### config.mk
export PLATFORM = sky130hd
export DESIGN_NAME = pipibibs_shram_m68k_port
export DESIGN_NICKNAME = d
export VERILOG_FILES = /design/src/rtl/pipibibs_shram_m68k_port.sv
export SDC_FILE = /design/constraint.sdc
export NUM_CORES = 1
export LEC_CHECK = 0
export ABC_CLOCK_PERIOD_IN_PS = 1960
export BUFFER_PORTS_ARGS = -buffer_cell sky130_fd_sc_hd__buf_2
export CORE_MARGIN = 4
export CORE_UTILIZATION = 25
export DETAILED_ROUTE_END_ITERATION = 12
export PLACE_DENSITY = 0.56
export SLEW_MARGIN = 20
export SYNTH_ARGS = -nofsm -noshare
export SYNTH_HDL_FRONTEND = slang
export SYNTH_SLANG_ARGS = --single-unit
### constraint.sdc
create_clock -name CLK96 -period 1.96 [get_ports CLK96]
set_input_delay 0.294 -clock CLK96 [delete_from_list [all_inputs] [get_ports CLK96]]
set_output_delay 0.294 -clock CLK96 [all_outputs]
set_load 0.02 [all_outputs]
### src/rtl/pipibibs_shram_m68k_port.sv
// pipibibs_shram_m68k_port: 68k-side byte port of the sound shared RAM with Z80 arbitration and DTACK.
// Optional watchdog on Z80 contention enabled by `define SHRAM_WDOG_EN.
module pipibibs_shram_m68k_port #(
  parameter int AW          = 11,
  parameter int WDOG_CYCLES = 255
) (
  input  logic          CLK96,
  input  logic          RESET96_N,
  input  logic          M68K_CS,
  input  logic          M68K_RNW,
  input  logic          M68K_LDS_N,
  input  logic [AW-1:0] M68K_ADDR,
  input  logic [7:0]    M68K_DIN,
  output logic [15:0]   M68K_DOUT,
  output logic          M68K_DTACK_N,
  input  logic          Z80_BUSY,
  output logic [AW-1:0] RAM_ADDR,
  output logic [7:0]    RAM_DIN,
  output logic          RAM_WE,
  input  logic [7:0]    RAM_Q,
  output logic          WDOG_HIT
);
  typedef enum logic [2:0] {S_IDLE, S_WAIT, S_ACCESS, S_LATCH, S_ACK} state_t;
  state_t        r_state;
  logic [15:0]   r_dout;
  logic          r_dtack_n;
  logic [AW-1:0] r_addr;
  logic [7:0]    r_din;
  logic          r_we;
  logic          w_issue;
  // Z80 priority is only honoured before issue; IDLE and WAIT issue identically
  assign w_issue = (r_state == S_IDLE || r_state == S_WAIT) && M68K_CS && !Z80_BUSY;
  assign M68K_DOUT    = r_dout;
  assign M68K_DTACK_N = r_dtack_n;
  assign RAM_ADDR     = r_addr;
  assign RAM_DIN      = r_din;
  assign RAM_WE       = r_we;
`ifdef SHRAM_WDOG_EN
  logic [7:0] r_cnt;
  logic       r_wdog;
  assign WDOG_HIT = r_wdog;
`else
  assign WDOG_HIT = 1'b0;
`endif
  always_ff @(posedge CLK96 or negedge RESET96_N) begin
    if (!RESET96_N) begin
      r_state   <= S_IDLE;
      r_dout    <= 16'hFFFF;
      r_dtack_n <= 1'b1;
      r_addr    <= '0;
      r_din     <= '0;
      r_we      <= 1'b0;
`ifdef SHRAM_WDOG_EN
      r_cnt     <= '0;
      r_wdog    <= 1'b0;
`endif
    end else begin
`ifdef SHRAM_WDOG_EN
      r_wdog <= 1'b0;
`endif
      if (w_issue) begin
        r_addr  <= M68K_ADDR;
        r_din   <= M68K_DIN;
        r_we    <= !M68K_RNW && !M68K_LDS_N;
        r_state <= S_ACCESS;
      end else begin
        case (r_state)
          S_IDLE: if (M68K_CS) begin
            r_state <= S_WAIT;
`ifdef SHRAM_WDOG_EN
            r_cnt   <= '0;
`endif
          end
          S_WAIT: if (!M68K_CS) r_state <= S_IDLE;
`ifdef SHRAM_WDOG_EN
          else if (r_cnt == 8'(WDOG_CYCLES)) begin
            r_wdog    <= 1'b1;
            r_dout    <= 16'hFFFF;
            r_dtack_n <= 1'b0;
            r_state   <= S_ACK;
          end else r_cnt <= r_cnt + 8'd1;
`endif
          S_ACCESS: begin
            r_we    <= 1'b0;
            r_state <= M68K_CS ? S_LATCH : S_IDLE;
          end
          S_LATCH: if (M68K_CS) begin
            r_dout    <= {8'hFF, RAM_Q};
            r_dtack_n <= 1'b0;
            r_state   <= S_ACK;
          end else r_state <= S_IDLE;
          S_ACK: if (!M68K_CS) begin
            r_dtack_n <= 1'b1;
            r_state   <= S_IDLE;
          end
          default: r_state <= S_IDLE;
        endcase
      end
    end
  end
endmodule

==> flow_summary.toml <==
[floorplanning]
num_rows = 26
die_y_um = 82.6
pin_count = 71
start_util_pct = 26.6
core_area_sq_um = 5240
die_area_sq_um = 6830
fp.dieW_um = 82.6

[global_routing]
grt_pass1_wl_um = 4270
grt_overflow = 0
grt_pass1_vias = 905
track_usage_pct = 8.64
grt_start_max_net_pins = 33
antenna_found_initial = 0

[critical_path]
critPathKind = "flip-flop to flip-flop"
reg2reg_to = "RAM_DIN[2]$_DFFE_PN0P_"
worstPathRequired_ns = 2.12
rr_worst_depth = 3
endpoint_kind = "flip-flop"
startpoint_type = "flip-flop"
rrSetupSlack_ns = 0.33
cp.arrival_ns = 1.79
cp_max_fo = 10
startpoint = "r_state[1]$_DFFE_PN0P_"
timing.rr.start = "r_state[1]$_DFFE_PN0P_"

[finish]
drive_gt1_share_pct = 69.9
area_delta_synth_final_pct = 32.1
fin_util_pct = 35.1
n_antenna_cell = 0
final_cells = 226
fill_cells = 537
nNetsFinal = 188

[clock_network]
numCtsBuffers = 5
clk-insertion-delay-late_ns = 0.28
cts_setup_buffers = 0
cts_tree = "built"
clkSinkCount = 32
cts_max_level = 2
cts_hold_buf = 0
root_buffer = "clkbuf_8"
cts_buffer_depth = 2
path_clk_slew_ns = 0.07
postCtsResizedCells = 0

[logic_synthesis]
postSynthAreaPerCell_sq_um = 15.3
synth_area_sq_um = 1390
seq_area_frac_synth_pct = 58.3
yosysUniqueCellTypes = 21
syn_inst = 91
synth_seq_cells = 32
yosysWarningCount = 0

[job]
maxCapViolations = 0

[sta]
fmax_mhz = 615
fin_crit_ns = 1.63
hold_viol_final = 0
rsz0062_at_grt = "no"
relSlewSlack_pct = 53.9
tightest_slew_ns = 0.692
tns_ns = 0
finalSetupViolCount = 0
fin_crit_sh_pct = 83.0
clock_skew_ns = 0.00591
drv_slew = 0

[power]
power_density_nw_per_um2 = 1290
vdd_drop_max_mv = 0.445
leakagePower_uw = 0.000938

[drt]
viasPerCell = 3.95
drt_iter0_drc = 18
first_pass_iters = 4
wl_per_cell_um = 12.0
vias = 893
route.detailed.drc = 0
wirelength_um = 2710
ant_nets = 0

[placement]
port_buffers = 61
place_inst = 218
gp_congestion = 0.709
dp.final_hpwl_um = 1980

[status]
status = "finished, final reports clean"

[hold_path]
min_path_type = "input pin to asynchronous set/reset pin"
[worst max-delay path by stage]
stage / endpoint / slack [ns] / depth (start not counted)
finish: RAM_DIN[2]$_DFFE_PN0P_ / 0.33 / 3
detailed placement: RAM_ADDR[4]$_DFFE_PN0P_ / 0.35 / 3
CTS: RAM_DIN[2]$_DFFE_PN0P_ / 0.33 / 3
global placement: RAM_ADDR[1]$_DFFE_PN0P_ / 0.36 / 3
floorplan: RAM_ADDR[0]$_DFFE_PN0P_ / 0.35 / 4
global route: RAM_DIN[2]$_DFFE_PN0P_ / 0.28 / 3
[Yosys cell counts]
| cell type | number | area, sq um |
|---|---|---|
| dfstp_2 | 9 | 236 |
| o22ai_1 | 1 | 6.26 |
| inv_1 | 1 | 3.75 |
| o21ai_0 | 3 | 15.0 |
| o211ai_1 | 1 | 7.51 |
| mux2_2 | 10 | 113 |
| dfrtp_1 | 23 | 576 |
| mux2_4 | 17 | 255 |
| clkbuf_1 | 1 | 3.75 |
| or2_2 | 1 | 6.26 |
| o31ai_1 | 1 | 7.51 |
| o21ba_2 | 1 | 10.0 |
| nand2b_1 | 4 | 25.0 |
| a21oi_1 | 1 | 5.00 |
| buf_4 | 9 | 67.6 |
| or4b_1 | 1 | 10.0 |
| nand2_1 | 1 | 3.75 |
| buf_2 | 1 | 5.00 |
| buf_6 | 2 | 22.5 |
| conb_1 | 2 | 7.51 |
| and2_1 | 1 | 6.26 |
[placed cells by master (no fill, tap or decap)]
cell / instances
nand2b_1: 4
buf_2: 61
buf_4: 2
o211ai_1: 1
and2_1: 1
mux2_2: 10
clkinvlp_4: 1
bufinv_16: 1
conb_1: 9
dfrtp_1: 23
or2_2: 1
clkinv_2: 1
mux2_4: 17
a21oi_1: 1
o22ai_1: 1
inv_1: 1
dfstp_2: 9
nand2_1: 1
o21ba_2: 1
clkbuf_8: 5
or4b_1: 1
o21ai_0: 3
o31ai_1: 1
[report_power, final]
group | total, uW | internal, uW | leakage, uW | switching (uW)
Clock | 618 | 376 | 0.0000541 | 242
Sequential | 994 | 902 | 0.000371 | 91.6
Combinational | 759 | 347 | 0.000513 | 412
[registers in the layout (all words and copies together), names as in the netlist]
| register | count |
|---|---|
| RAM_WE | 1 |
| r_state | 3 |
| M68K_DOUT | 8 |
| M68K_DTACK_N | 1 |
| RAM_DIN | 8 |
| RAM_ADDR | 11 |
[kinds of logic after synthesis]
logic type	count (synthesis)	synth area share, %
other	2	0.539
AND/OR/NAND/NOR	8	3.68
multiplexers	27	26.4
flip-flops	32	58.3
AO/OA/AOI/OAI	8	3.68
buffers and inverters	14	7.37
[stage by stage]
stage / total power, uW / setup WS [ns] / hold WS (ns) / cell area [sq um]
finish: 2370 / 0.334 / 0.0533 / 1840
global route: 2520 / 0.280 / 0.116 / 1840
CTS: 2430 / 0.330 / 0.0827 / 1840
detailed placement: 1780 / 0.350 / 0.404 / 1730
global placement: 1770 / 0.356 / 0.405 / 1730
floorplan: 1530 / 0.352 / -0.00159 / 1420
[layer usage]
layer / wire [um] / global-route usage [%] / share of wire [%]
met2: 1130 / 11.9 / 42
met5: 0 / 0 / 0
met4: 15 / 3.43 / 0.55
met3: 382 / 5.21 / 14
met1: 1170 / 10.9 / 43
[critical path, cell delays in order (launching register included)]
cell     delay [ns]
dfrtp_1        0.42
or4b_1         0.56
buf_4          0.22
mux2_4         0.31
[cell type report]
class	count	area [sq um]	share of cell area, %
clock inverter	3	42.5	2.31
inverter	1	3.75	0.204
clock buffer	5	68.8	3.74
multi-input combinational	52	504	27.4
timing repair buffer	63	320	17.4
sequential	32	812	44.1
tap	70	87.6	4.76
Power figures use the tool's default switching activity.
